**config.mk**
```make
export PLATFORM = sky130hd
export DESIGN_NAME = instr_decode_stage
export DESIGN_NICKNAME = d
export VERILOG_FILES = /design/src/rtl/instr_decode_stage.sv
export SDC_FILE = /design/constraint.sdc
export NUM_CORES = 1
export LEC_CHECK = 0
export ABC_AREA = 0
export BUFFER_PORTS_ARGS = -buffer_cell sky130_fd_sc_hd__buf_4
export CORE_ASPECT_RATIO = 1.1
export CORE_MARGIN = 5
export CORE_UTILIZATION = 30
export DETAILED_ROUTE_END_ITERATION = 7
export SYNTH_ARGS = -nofsm -noshare
export SYNTH_HDL_FRONTEND = slang
export SYNTH_SLANG_ARGS = --single-unit
```
**constraint.sdc**
```tcl
create_clock -name clk -period 2.01 [get_ports clk]
set_input_delay 0 -clock clk [delete_from_list [all_inputs] [get_ports clk]]
set_output_delay 0 -clock clk [all_outputs]
set_load 0.01 [all_outputs]
```
**src/rtl/instr_decode_stage.sv**
```systemverilog
// Purpose: decodes raw 32-bit MIPS words into the controller's one-hot command vector, flags illegal words, counts deliveries.
// Latency: 1 cycle from input transfer to out_* when the output register is empty or draining.
// Backpressure: output register plus one skid entry; in_ready depends only on registered state and flush, never on out_ready.
module instr_decode_stage #(
    parameter int CNT_W        = 16,
    parameter int ILLEGAL_TRAP = 1
) (
    input  logic             clk,
    input  logic             rst,
    input  logic             flush,
    input  logic             in_valid,
    output logic             in_ready,
    input  logic [31:0]      in_instr,
    input  logic [31:0]      in_pc,
    output logic             out_valid,
    input  logic             out_ready,
    output logic [31:0]      out_i,
    output logic [31:0]      out_instr,
    output logic [31:0]      out_pc,
    output logic             out_ill,
    output logic             halted,
    output logic [CNT_W-1:0] dec_count,
    output logic [CNT_W-1:0] ill_count
);

    typedef enum logic [0:0] {
        RUN  = 1'b0,
        HALT = 1'b1
    } state_t;

    state_t      state;
    state_t      state_nxt;

    // Skid entry: holds one word accepted while the output register was stalled.
    logic        skid_valid;
    logic [31:0] skid_instr;
    logic [31:0] skid_pc;

    logic        in_xfer;
    logic        out_xfer;
    logic        out_load;
    logic        load_valid;
    logic [31:0] load_instr;
    logic [31:0] load_pc;
    logic [32:0] load_dec;

    // Decoder: returns {illegal, one_hot[31:0]}. Only op and funct are examined.
    function automatic logic [32:0] decode(input logic [31:0] w);
        logic [31:0] v;
        v = '0;
        case (w[31:26])
            6'b000000: begin
                case (w[5:0])
                    6'b100000: v[0]  = 1'b1;  // add
                    6'b100001: v[1]  = 1'b1;  // addu
                    6'b100010: v[2]  = 1'b1;  // sub
                    6'b100011: v[3]  = 1'b1;  // subu
                    6'b100100: v[4]  = 1'b1;  // and
                    6'b100101: v[5]  = 1'b1;  // or
                    6'b100110: v[6]  = 1'b1;  // xor
                    6'b100111: v[7]  = 1'b1;  // nor
                    6'b101010: v[8]  = 1'b1;  // slt
                    6'b101011: v[9]  = 1'b1;  // sltu
                    6'b000000: v[10] = 1'b1;  // sll (also the all-zero nop)
                    6'b000010: v[11] = 1'b1;  // srl
                    6'b000011: v[12] = 1'b1;  // sra
                    6'b000100: v[13] = 1'b1;  // sllv
                    6'b000110: v[14] = 1'b1;  // srlv
                    6'b000111: v[15] = 1'b1;  // srav
                    6'b001000: v[16] = 1'b1;  // jr
                    default:   v     = '0;
                endcase
            end
            6'b001000: v[17] = 1'b1;  // addi
            6'b001001: v[18] = 1'b1;  // addiu
            6'b001100: v[19] = 1'b1;  // andi
            6'b001101: v[20] = 1'b1;  // ori
            6'b001110: v[21] = 1'b1;  // xori
            6'b100011: v[22] = 1'b1;  // lw
            6'b101011: v[23] = 1'b1;  // sw
            6'b000100: v[24] = 1'b1;  // beq
            6'b000101: v[25] = 1'b1;  // bne
            6'b001010: v[26] = 1'b1;  // slti
            6'b001011: v[27] = 1'b1;  // sltiu
            6'b001111: v[28] = 1'b1;  // lui
            6'b000010: v[29] = 1'b1;  // j
            6'b000011: v[30] = 1'b1;  // jal
            default:   v     = '0;
        endcase
        return {(v == 32'd0), v};
    endfunction

    assign in_ready = !skid_valid && (state == RUN) && !flush;
    assign in_xfer  = in_valid && in_ready;
    assign out_xfer = out_valid && out_ready;
    assign out_load = !out_valid || out_ready;
    assign halted   = (state == HALT);

    // Select the word feeding the output register: the skid entry is older, so it always goes first.
    // An input transfer implies an empty skid, so load_dec also describes the accepted input word.
    always_comb begin
        load_valid = skid_valid || in_xfer;
        load_instr = in_instr;
        load_pc    = in_pc;
        if (skid_valid) begin
            load_instr = skid_instr;
            load_pc    = skid_pc;
        end
        load_dec = decode(load_instr);
    end

    // State register.
    always_ff @(posedge clk) begin
        if (rst) begin
            state <= RUN;
        end else begin
            state <= state_nxt;
        end
    end

    // Next state: trap on accepting an illegal word; only flush (or reset) resumes.
    always_comb begin
        state_nxt = state;
        if (flush) begin
            state_nxt = RUN;
        end else if ((state == RUN) && in_xfer && load_dec[32] && (ILLEGAL_TRAP != 0)) begin
            state_nxt = HALT;
        end
    end

    // Output register: refills when empty or transferring, otherwise holds its word stable.
    always_ff @(posedge clk) begin
        if (rst) begin
            out_valid <= 1'b0;
            out_i     <= '0;
            out_instr <= '0;
            out_pc    <= '0;
            out_ill   <= 1'b0;
        end else if (flush) begin
            out_valid <= 1'b0;
        end else if (out_load) begin
            out_valid <= load_valid;
            if (load_valid) begin
                out_i     <= load_dec[31:0];
                out_ill   <= load_dec[32];
                out_instr <= load_instr;
                out_pc    <= load_pc;
            end
        end
    end

    // Skid entry: captures an input word that arrives while the output register is stalled,
    // and empties whenever the output register is able to take it.
    always_ff @(posedge clk) begin
        if (rst) begin
            skid_valid <= 1'b0;
            skid_instr <= '0;
            skid_pc    <= '0;
        end else if (flush) begin
            skid_valid <= 1'b0;
        end else if (out_load) begin
            skid_valid <= 1'b0;
        end else if (in_xfer) begin
            skid_valid <= 1'b1;
            skid_instr <= in_instr;
            skid_pc    <= in_pc;
        end
    end

    // Delivery counters: saturating, bumped on every output transfer including one in a flush cycle.
    always_ff @(posedge clk) begin
        if (rst) begin
            dec_count <= '0;
            ill_count <= '0;
        end else if (out_xfer) begin
            if (out_ill) begin
                if (ill_count != {CNT_W{1'b1}}) begin
                    ill_count <= ill_count + CNT_W'(1);
                end
            end else begin
                if (dec_count != {CNT_W{1'b1}}) begin
                    dec_count <= dec_count + CNT_W'(1);
                end
            end
        end
    end

endmodule

```
## Word-level counts from Yosys, hierarchy flattened

Cells that the tools add are included.

| word-level totals | value |
|---|---|
| memories kept | 0 |
| bits in registers | 195 |
| input port bits | 69 |
| bits in writable memories | 0 |
| word-level logic and storage cells | 103 |
| output and inout port bits | 132 |
| ROM bits | 0 |
| latch bits | 0 |

| cells by class | value |
|---|---|
| div/mod/pow operators | 0 |
| magnitude comparators | 0 |
| add/sub/neg operators | 2 |
| equal/unequal tests | 32 |
| muxes and demuxes | 34 |
| reduce and logical (&&, ||, !) cells | 20 |
| bitwise logic cells | 4 |
| shifts and indexed selects | 0 |
| $mul | 0 |

Operator list:

| operator | number |
|---|---|
| $eq A6 B6 Y1 const B | 12 |
| $mux W32 | 2 |
| $eq A6 B4 Y1 const B | 9 |
| $add A16 B1 Y16 const B | 2 |
| $logic_not A32 Y1 | 1 |
| $ne A16 B16 Y1 const B | 2 |
| $mux W1 | 31 |
| $eq A6 B3 Y1 const B | 5 |
| $eq A6 B2 Y1 const B | 4 |
| $mux W17 | 1 |
| $logic_not A6 Y1 | 2 |
| $reduce_and A3 Y1 | 4 |
| $logic_and A1 B1 Y1 | 6 |
| $not A1 Y1 | 4 |
| $logic_not A1 Y1 | 3 |
| $reduce_or A3 Y1 | 1 |
| $logic_or A1 B1 Y1 | 2 |
| $reduce_or A2 Y1 | 1 |

## Longest topological paths before layout

Gate-level depths: netlist of run 1.

| logic depth | value |
|---|---|
| depth in word-level cells | 6 |
| depth in mapped cells | 8 |
| gate-level depth less buffers | 6 |

## Worst setup path after synthesis of run 1

OpenSTA, ideal clock, no wires.

| timing path | value |
|---|---|
| path type | flip-flop to flip-flop |
| start | register ill_count[0] |
| end | register ill_count[7] |
| cell stages (with the launch flop) | 7 |
| arrival | 1666 ps |
| library setup time | 70 ps |
| data required time | 1940 ps |
| slack | 274 ps |
| clock period less this slack | 1736 ps |
| path buffers | 0 |
| path through | dfxtp_1 > ha_1 > nand2_1 > nor3_1 > a21oi_1 > a21bo_2 > a21oi_1 |

| on the way | value |
|---|---|
| longest elaborated chain between the ends | 2 |
| elaborated cells between the ends (all ways) | 3 |
| classes of those cells | add/sub (1); eq/ne (1); reduce/logical (1) |

Ends and longest elaborated chain:

| item | line | text |
|---|---|---|
| start, declared | 23 | `output logic [CNT_W-1:0] ill_count` |
| start signal, assigned | 178 | `ill_count <= ill_count + CNT_W'(1);` |
| parallel branches: the longest is 2 deep, another holds $add A16 B1 Y16 | -- |  |

Parallel ways; which one is timed is not known.
A chain may end at the register's enable or synchronous reset.

## Final worst setup path of run 1

| timing path | value |
|---|---|
| start | register dec_count[0] |
| end | register dec_count[9] |

| on the way | value |
|---|---|
| longest elaborated chain between the ends | 2 |
| elaborated cells between the ends (all ways) | 3 |
| classes of those cells | add/sub (1); eq/ne (1); reduce/logical (1) |

Ends and longest elaborated chain:

| item | line | text |
|---|---|---|
| start, declared | 22 | `output logic [CNT_W-1:0] dec_count,` |
| start signal, assigned | 182 | `dec_count <= dec_count + CNT_W'(1);` |
| parallel branches: the longest is 2 deep, another holds $add A16 B1 Y16 | -- |  |

Parallel ways; which one is timed is not known.

==> results of run 1 <==
-- layout by cell type, fill, tap and decap left out, types with 6 or more instances in the layout --
master / count
a21oi_1: 82
o21ai_0: 7
nor4_1: 8
dfxtp_1: 194
dlygate4sd3_1: 69
nand2_1: 146
buf_12: 6
mux2i_1: 64
a22oi_1: 16
nor2b_1: 7
clkbuf_16: 17
nor3_1: 11
nand3_1: 20
nand4_1: 7
nor2_1: 130
inv_8: 6
a32oi_1: 9
xnor2_1: 15
nand3b_1: 6
a211oi_1: 63
xor2_1: 8
inv_1: 7
buf_4: 228
-- final timing paths --
| path | start | end | slack [ps] | cells after the start |
|---|---|---|---|---|
| min reg2reg | skid_pc[25] | skid_pc[25] | 450 | 2 |
| min | in_instr[10] | skid_instr[10] | 360 | 4 |
| max reg2reg | dec_count[0] | dec_count[9] | 120 | 6 |
| max | dec_count[0] | dec_count[9] | 120 | 6 |
-- state kept, by name, indices dropped and copies added, names as in the netlist --
register / cells
dec_count: 16
out_ill: 1
halted: 1
skid_valid: 1
out_pc: 32
out_instr: 32
skid_pc: 32
out_valid: 1
out_i: 31
skid_instr: 32
ill_count: 16
-- area by class of cell --
type                       count  share of cell area
multi-input combinational    670               0.344
sequential                   195               0.341
timing repair buffer         304               0.221
tap                          357              0.0390
clock buffer                  17              0.0371
clock inverter                15              0.0153
inverter                       7             0.00229
antenna                        1            0.000218
-- critical path, cell delays in order (launching register included) --
cell and delay [ps]:
dfxtp_1 370, ha_1 320, nand4_1 170, nor4b_1 350
buf_4 190, nand4_1 100, mux2_2 280
-- through the flow --
step | worst slack, ps | total power, W | hold slack [ps] | instances | utilization
after floorplan | 274 | 0.00451 | 35.3 | 939 | -
after global placement | 231 | 0.00493 | 245 | 1464 | 0.377
after detailed placement | 171 | 0.00494 | 235 | 1464 | 0.377
after CTS | 144 | 0.00856 | 342 | 1565 | 0.425
after global routing | 21.7 | 0.00880 | 372 | 1566 | 0.425
final | 118 | 0.00843 | 364 | 1566 | 0.425
-- cell families (layout without fill, tap and decap cells) --
family	after synthesis	in the layout	synth area share
buffers and inverters	74	343	0.0434
and+or+nand+nor	369	369	0.198
muxes	66	66	0.0809
xor gates and xnor gates	23	23	0.0246
AOI/OAI and AO/OA	209	209	0.173
DFF	195	195	0.476
adders and majority gates	2	2	0.00305
other	1	2	0.000458
-- routing by layer --
metal  up-vias  track usage  share of wire
met5         -            0              0
met4         0       0.0396          0.012
met3        15       0.0360          0.050
met2       171        0.239           0.47
met1      3433        0.202           0.47
li1       3835            -              -
-- power by group --
group          total [W]  switching [W]  internal (W)
Sequential       0.00403      0.0000646       0.00397
Combinational   0.000912       0.000458      0.000455
Clock            0.00349        0.00179       0.00170
Total            0.00843        0.00231       0.00612
==> metrics.yaml, run 1 <==
run_status: "finished clean"
path_type_of_the_worst_min_delay_path: "input port to register"
grt_setup_unrepaired: "no"
die_span_x_um: 168
fillCellCount: 2690
track_usage: 0.149
critPathCaptureType: "register"
place_hpwl_um: 16300
numCtsBuffers: 17
tritoncts: "yes"
area.growth.synth_to_final_pct: 39.9
cts_setup_buffers: 0
route.vias.total: 7454
max_cap_violations: 0
hold_buffers: 69
finClkSkew_ps: 17.1
drt.antenna.violating_nets: 0
setup.worst_path.start_class: "register"
path_class: "register to register"
grt_remaining_overflow: 0
synth_enable_flop_cells: 0
ioPinCount: 201
share_of_the_synthesized_area_in_the_top_cell_type: 0.476
numClockSinks: 195
floorplan.die.height_um: 183
ir_drop_mv: 0.473
core_region_area_um2: 27000
clock_tree.buffer_depth: 2
slew_headroom: 0.659
cts-htree-levels: 4
cts_root_buffer: "clkbuf_16"
cts_repair_resize_count: 0
drive_gt1_frac: 0.236
power.leakage_nw: 4.25
wire_length_of_the_first_global_routing_pass_um: 37500
synth-main-ff-cell: "dfxtp_1"
drt_drc_violations_left: 0
core.rowCount: 63
pwr_density_cell_nw_per_um2: 735
post_layout_minimum_cycle_time_ps: 1890
buffer_ports.inserted: 199
ys_async_sr_fraction: 0
synthesized_netlist_cell_count: 939
ys_ff_latch: 195
synth_common_cells: "195 x dfxtp_1, 146 x nand2_1, 130 x nor2_1"
report.final.hold_viol_count: 0
first_global_vias: 6979
grt_antenna_before_repair: 1
seq_area_um2: 3910
final-max-slew-violation-count: 0
final_min_period_over_clock_period: 0.941
multi_input_logic_area_um2: 3950
pin_count_of_the_biggest_net_entering_global_routing: 79
clk_latency_ps: 450
timing.final.setup_violations: 0
ys_seq_area_frac: 0.476
post_synth.cell_area_avg_um2: 8.73
finish.instance_area_um2: 11500
synth.top_cells.by_area: "dfxtp_1 48%, mux2i_1 7.8%, nand2_1 6.7%"
tns_ps: 0
worst-path-max-fanout: 6
yosysWarningCount: 0
die_area_um2: 30700
cp.required_ps: 2340
syn-num-nets: 1010
wire_per_inst_um: 15.3
cts.clk_slew.worst_paths_ps: 80
route.final.wire_length_um: 23900
synthesized_area_um2: 8200
placed_cell_area_um2: 10200
drt_iter0_drc: 447
most_instantiated_library_cell_after_synthesis: "dfxtp_1"
synth_largest_area_cell: "dfxtp_1"
drt_pre_antenna_iters: 6
starting_density: 0.304
place_congestion: 0.786
worst_slew_pin_slew_ps: 509
final_net_count: 1266
route.detailed.vias_per_inst: 4.76
data_arrival_critical_path_ps: 2220
achievable-frequency_mhz: 529
synth_cell_types: 61
Note: power is estimated with default switching activity, not from simulation.
==> run 2, diff against run 1 <==
--- a/config.mk
+++ b/config.mk
@@ -10,5 +10,5 @@
 export CORE_ASPECT_RATIO = 1.1
-export CORE_MARGIN = 5
-export CORE_UTILIZATION = 30
+export CORE_UTILIZATION = 53
 export DETAILED_ROUTE_END_ITERATION = 7
+export PLACE_DENSITY = 0.79
 export SYNTH_ARGS = -nofsm -noshare
==> constraint.sdc (replaced) <==
create_clock -name clk -period 2.01 [get_ports clk]
set_input_delay 0.3015 -clock clk [delete_from_list [all_inputs] [get_ports clk]]
set_output_delay 0.3015 -clock clk [all_outputs]
set_load 0.01 [all_outputs]
==> run 2 against run 1 <==
Against the previous run: sequential power barely moved; design area fell by 7.4%; first-iteration DRC count rose by 9.6%; critical endpoint is now out_ill.
==> metrics.yaml, run 2 (synthesis gave the netlist of run 1 again) <==
run_status: "finished clean"  # unchanged
dpl.cell_count: 1294  # was 1,464
hold_buffers: 0  # was 69
data_arrival_critical_path_ps: 2230  # was 2220 ps
route.detailed.vias_per_inst: 5.61  # was 4.76
cp.required_ps: 2350  # was 2340 ps
power.share.combinational: 0.094  # was 0.108
post_layout_minimum_cycle_time_ps: 1890  # about the same
finClkSkew_ps: 7.38  # was 17.1 ps
route.met2.wl_um: 10200  # was 11,200 um
rr_worst_depth: 6  # unchanged
wirelength_met1_um: 9050  # was 11,200 um
cts_root_buffer: "clkbuf_16"  # unchanged
routed-wl-met3_um: 1120  # was 1200 um
grt_antenna_before_repair: 0  # was 1
die_area_um2: 16000  # was 30,700 um^2
die_span_x_um: 121  # was 168 um
path_type_of_the_worst_min_delay_path: "input port to register"  # unchanged
layout.cells.non_filler: 1328  # was 1,566
worst-path-max-fanout: 17  # was 6
clock_tree.buffer_depth: 2  # unchanged
r2r_setup_slack_ps: 120  # about the same
wire_per_inst_um: 15.7  # was 15.3 um
fin_worst_hold_slack_ps: 114  # was 364 ps
wire_length_of_the_first_global_routing_pass_um: 33000  # was 37,500 um
grt_setup_unrepaired: "no"  # unchanged
tns_ps: 0  # unchanged
place_congestion: 0.848  # was 0.786
cts-htree-levels: 4  # unchanged
setup.worst_path.start_class: "register"  # unchanged
report.final.hold_viol_count: 0  # unchanged
track_usage: 0.256  # was 0.149
first_global_vias: 6800  # was 6,979
final_common_cell: "buf_4"  # unchanged
cts.clk_slew.worst_paths_ps: 70  # was 80 ps
place_hpwl_um: 13500  # was 16,300 um
drt_iter0_drc: 490  # was 447
critPathMaxStageDelay_ps: 450  # was 370 ps
topRoutingLayerUsed: "met4"  # unchanged
p_int_w: 0.00651  # was 0.00612 W
p_switching_w: 0.00207  # was 0.00231 W
tritoncts: "yes"  # unchanged
ir_drop_mv: 0.512  # was 0.473 mV
route.vias.total: 7446  # was 7,454
drt.antenna.violating_nets: 0  # unchanged
fillCellCount: 1208  # was 2,690
final-max-slew-violation-count: 0  # unchanged
buffer_ports.inserted: 199  # unchanged
drt_pre_antenna_iters: 5  # was 6
endpoint_with_the_worst_hold_slack: "skid_valid"  # was skid_instr[10]
worst_hold_path.num_cells: 2  # was 4
pin_count_of_the_biggest_net_entering_global_routing: 78  # was 79
max_cap_violations: 0  # unchanged
starting_density: 0.544  # was 0.304
worst_hold_startpoint: "flush"  # was in_instr[10]
slowest_stage: "dfxtp_4"  # was dfxtp_1
reg2reg_from: "skid_valid"  # was dec_count[0]
numCtsBuffers: 17  # unchanged
pwr-share-seq: 0.470  # was 0.478
core.rowCount: 47  # was 63
power.leakage_nw: 3.97  # was 4.25 nW
list_of_cells_traversed_by_the_critical_path: "buf_4 -> mux2_2 -> nand2_1 -> a21oi_1 -> a221o_1 -> o41ai_2"  # was ha_1 -> nand4_1 -> nor4b_1 -> buf_4 -> nand4_1 -> mux2_2
final_net_count: 1190  # was 1,266
pwr_density_cell_nw_per_um2: 808  # was 735 nW/um^2
area.growth.synth_to_final_pct: 29.6  # was 39.9%
ioPinCount: 201  # unchanged
achievable-frequency_mhz: 529  # about the same
finalCoreUtilization: 0.705  # was 0.425
drive_gt1_frac: 0.246  # was 0.236
worst_slew_pin_slew_ps: 533  # was 509 ps
numClockSinks: 195  # unchanged
clk_latency_ps: 430  # was 450 ps
path_class: "register to register"  # unchanged
critPathCaptureType: "register"  # unchanged
final_min_period_over_clock_period: 0.940  # was 0.941
grt_remaining_overflow: 0  # unchanged
mostFrequentLayoutCells: "217 x buf_4, 194 x dfxtp_1, 146 x nand2_1"  # was 228 x buf_4, 194 x dfxtp_1, 146 x nand2_1
route.final.wire_length_um: 20800  # was 23,900 um
power.switching_fraction: 0.241  # was 0.274
clock_power_share: 0.435  # was 0.414
core_region_area_um2: 15100  # was 27,000 um^2
floorplan.die.height_um: 132  # was 183 um
drt_drc_violations_left: 0  # unchanged
timing.final.setup_violations: 0  # unchanged
n_antenna_cell: 0  # was 1
slew_headroom: 0.643  # was 0.659
worst_r2r_endpoint: "out_ill"  # was dec_count[9]
run 2: layer usage:
metal | vias to the layer above | track usage
met3 | 28 | 0.0513
met4 | 0 | 0.0912
li1 | 3668 | -
met5 | - | 0
met1 | 3528 | 0.326
met2 | 222 | 0.429
run 2: repair_timing:
| action | CTS | global route |
|---|---|---|
| endpoints found under the hold margin | 0 | 0 |
| endpoints found under the setup margin | 0 | 4 |
| resized for setup | 0 | 3 |
| setup buffers | 0 | 1 |
run 2: power groups by stage:
stage	clock network, W	registers, W	logic, W
after CTS	0.00380	0.00404	0.000793
after detailed placement	0	0.00413	0.000788
after global placement	0	0.00412	0.000775
after global routing	0.00394	0.00405	0.000881
after floorplan	0	0.00416	0.000349
final	0.00374	0.00404	0.000807
run 2: layout make-up:
| type | instances | area, um^2 | area share |
|---|---|---|---|
| Clock buffer | 18 | 439 | 0.0414 |
| Clock inverter | 14 | 220 | 0.0207 |
| Inverter | 7 | 26.3 | 0.00247 |
| Multi-Input combinational cell | 670 | 3950 | 0.372 |
| Sequential cell | 195 | 3910 | 0.368 |
| Tap cell | 196 | 245 | 0.0231 |
| Timing Repair Buffer | 228 | 1830 | 0.172 |
run 2: critical path: cells and delay by family, from the launching register on:
kind | cells | cell delay, ps
AOI/OAI and AO/OA | 3 | 650
buffers and inverters | 1 | 230
DFF | 1 | 450
muxes | 1 | 390
and+or+nand+nor | 1 | 80
run 2: worst max-delay path by stage:
stage                 start            to  cells past startpoint
3_5_place_dp     skid_valid       out_ill                      6
4_1_cts          skid_valid       out_ill                      6
2_1_floorplan  ill_count[0]  ill_count[7]                      6
3_3_place_gp     skid_valid       out_ill                      6
6_report         skid_valid       out_ill                      6
5_1_grt          skid_valid     out_i[14]                      6
run 2: per-stage QoR:
stage	instance area (um^2)	total power [W]	setup slack [ps]
after CTS	10600	0.00863	114
after global routing	10600	0.00887	6.53
final	10600	0.00858	120
after floorplan	8200	0.00451	274
after detailed placement	9920	0.00491	139
after global placement	9920	0.00490	198
==> run 3, diff against run 2 <==
Settings changed: PLACE_DENSITY 0.79 to 0.91.
==> run 3 against run 2 <==
Against the previous run: fmax increased by 2.1%; wire length grew 0.29%; setup slack gained 40 ps; global-route usage is 0.34 points higher; via count grew 0.94%; utilization is 0.65 points lower.
==> metrics.yaml, run 3 (synthesis gave the netlist of run 1 again) <==
route.final.wire_length_um: 20900  # was 20,800 um
max_cap_violations: 0  # unchanged
numClockSinks: 195  # unchanged
place_congestion: 0.878  # was 0.848
clk_latency_ps: 420  # was 430 ps
core_region_area_um2: 15100  # unchanged
report.final.hold_viol_count: 0  # unchanged
track_usage: 0.259  # was 0.256
hold_buffers: 0  # unchanged
floorplan.die.height_um: 132  # unchanged
cts-htree-levels: 4  # unchanged
power.leakage_nw: 3.92  # was 3.97 nW
first_global_vias: 7064  # was 6,800
pin_count_of_the_biggest_net_entering_global_routing: 65  # was 78
route.vias.total: 7516  # was 7,446
data_arrival_critical_path_ps: 2180  # was 2230 ps
ioPinCount: 201  # unchanged
numCtsBuffers: 17  # unchanged
layout.cells.non_filler: 1330  # was 1,328
mostFrequentLayoutCells: "224 x buf_4, 194 x dfxtp_1, 146 x nand2_1"  # was 217 x buf_4, 194 x dfxtp_1, 146 x nand2_1
worst_slew_pin_slew_ps: 612  # was 533 ps
path_class: "register to register"  # unchanged
core.rowCount: 47  # unchanged
final_common_cell: "buf_4"  # unchanged
multi_input_logic_area_um2: 3960  # was 3950 um^2
seq_area_um2: 3910  # unchanged
path_type_of_the_worst_min_delay_path: "input port to register"  # unchanged
slew_headroom: 0.592  # was 0.643
die_area_um2: 16000  # unchanged
place_hpwl_um: 14200  # was 13,500 um
finClkSkew_ps: 6.77  # was 7.38 ps
grt_setup_unrepaired: "no"  # unchanged
drt_iter0_drc: 757  # was 490
dpl.cell_count: 1300  # was 1,294
worst-path-max-fanout: 14  # was 17
grt_antenna_before_repair: 0  # unchanged
tns_ps: 0  # unchanged
cts_root_buffer: "clkbuf_16"  # unchanged
area.growth.synth_to_final_pct: 28.4  # was 29.6%
post_layout_minimum_cycle_time_ps: 1850  # was 1890 ps
wire_length_of_the_first_global_routing_pass_um: 33500  # was 33,000 um
final_net_count: 1194  # was 1,190
drt.antenna.violating_nets: 0  # unchanged
setup.worst_path.start_class: "register"  # unchanged
critPathCaptureType: "register"  # unchanged
tritoncts: "yes"  # unchanged
cts_setup_buffers: 0  # unchanged
fillCellCount: 1184  # was 1,208
buffer_ports.inserted: 199  # unchanged
pwr_density_cell_nw_per_um2: 772  # was 808 nW/um^2
n_antenna_cell: 0  # unchanged
ir_drop_mv: 0.506  # was 0.512 mV
drt_pre_antenna_iters: 5  # unchanged
drive_gt1_frac: 0.248  # was 0.246
final_min_period_over_clock_period: 0.921  # was 0.940
cp.required_ps: 2340  # was 2350 ps
starting_density: 0.544  # unchanged
wire_per_inst_um: 15.7  # about the same
route.detailed.vias_per_inst: 5.65  # was 5.61
grt_remaining_overflow: 0  # unchanged
die_span_x_um: 121  # unchanged
clock_tree.buffer_depth: 2  # unchanged
final-max-slew-violation-count: 0  # unchanged
achievable-frequency_mhz: 540  # was 529 MHz
cts.clk_slew.worst_paths_ps: 70  # about the same
run_status: "finished clean"  # unchanged
timing.final.setup_violations: 0  # unchanged
drt_drc_violations_left: 0  # unchanged
[run 3: cell count changes in the layout (fill, tap and decap cells not counted), moves of 2 or more]
cell       before  now
buf_4         217  224
clkbuf_1        0    2
bufinv_16       4    1
clkinv_4        5    2
[run 3: metal layers]
| layer | wire length (um) | part of all wire | global-route usage |
|---|---|---|---|
| met3 | 1100 | 0.053 | 0.0504 |
| met4 | 487 | 0.023 | 0.108 |
| met1 | 9020 | 0.43 | 0.325 |
| met5 | 0 | 0 | 0.0156 |
| met2 | 10300 | 0.49 | 0.434 |
[run 3: area by class of cell]
cell class | instances | share of cell area
Inverter | 7 | 0.00250
Multi-Input combinational cell | 670 | 0.376
Clock buffer | 21 | 0.0438
Sequential cell | 195 | 0.371
Clock inverter | 9 | 0.00928
Timing Repair Buffer | 232 | 0.173
Tap cell | 196 | 0.0233
[run 3: final timing paths]
check / cells past startpoint / slack [ps] / from / end
setup / recovery: 6 / 160 / skid_valid / out_ill
hold / removal: 2 / 100 / flush / skid_valid
setup reg to reg: 6 / 160 / skid_valid / out_ill
hold reg to reg: 2 / 450 / skid_pc[12] / skid_pc[12]
[run 3: repair_timing]
item | CTS | global route
hold endpoints to repair | 0 | 0
endpoints found under the setup margin | 0 | 15
resized for setup | 0 | 5
[run 3: stage by stage]
step | setup WS [ps] | area [um^2] | hold WS [ps] | util | power, W
after CTS | 124 | 10500 | 89.7 | 0.698 | 0.00815
after global routing | 2.22 | 10500 | 93.8 | 0.699 | 0.00839
after global placement | 239 | 9950 | 441 | 0.661 | 0.00490
final | 160 | 10500 | 101 | 0.699 | 0.00812
after detailed placement | 149 | 9950 | 446 | 0.661 | 0.00493
after floorplan | 274 | 8200 | 380 | - | 0.00451
[run 3: where the power goes]
part / internal (W) / total (W) / switching [W]
Sequential: 0.00397 / 0.00404 / 0.0000685
Clock: 0.00179 / 0.00327 / 0.00149
Combinational: 0.000374 / 0.000805 / 0.000430
Total: 0.00613 / 0.00812 / 0.00199
[run 3: worst max-delay path: stages (launching register included)]
cell	delay, ps
dfxtp_4	430
buf_4	220
mux2_2	390
nand2_1	70
a21oi_1	70
a221o_1	300
o41ai_2	280
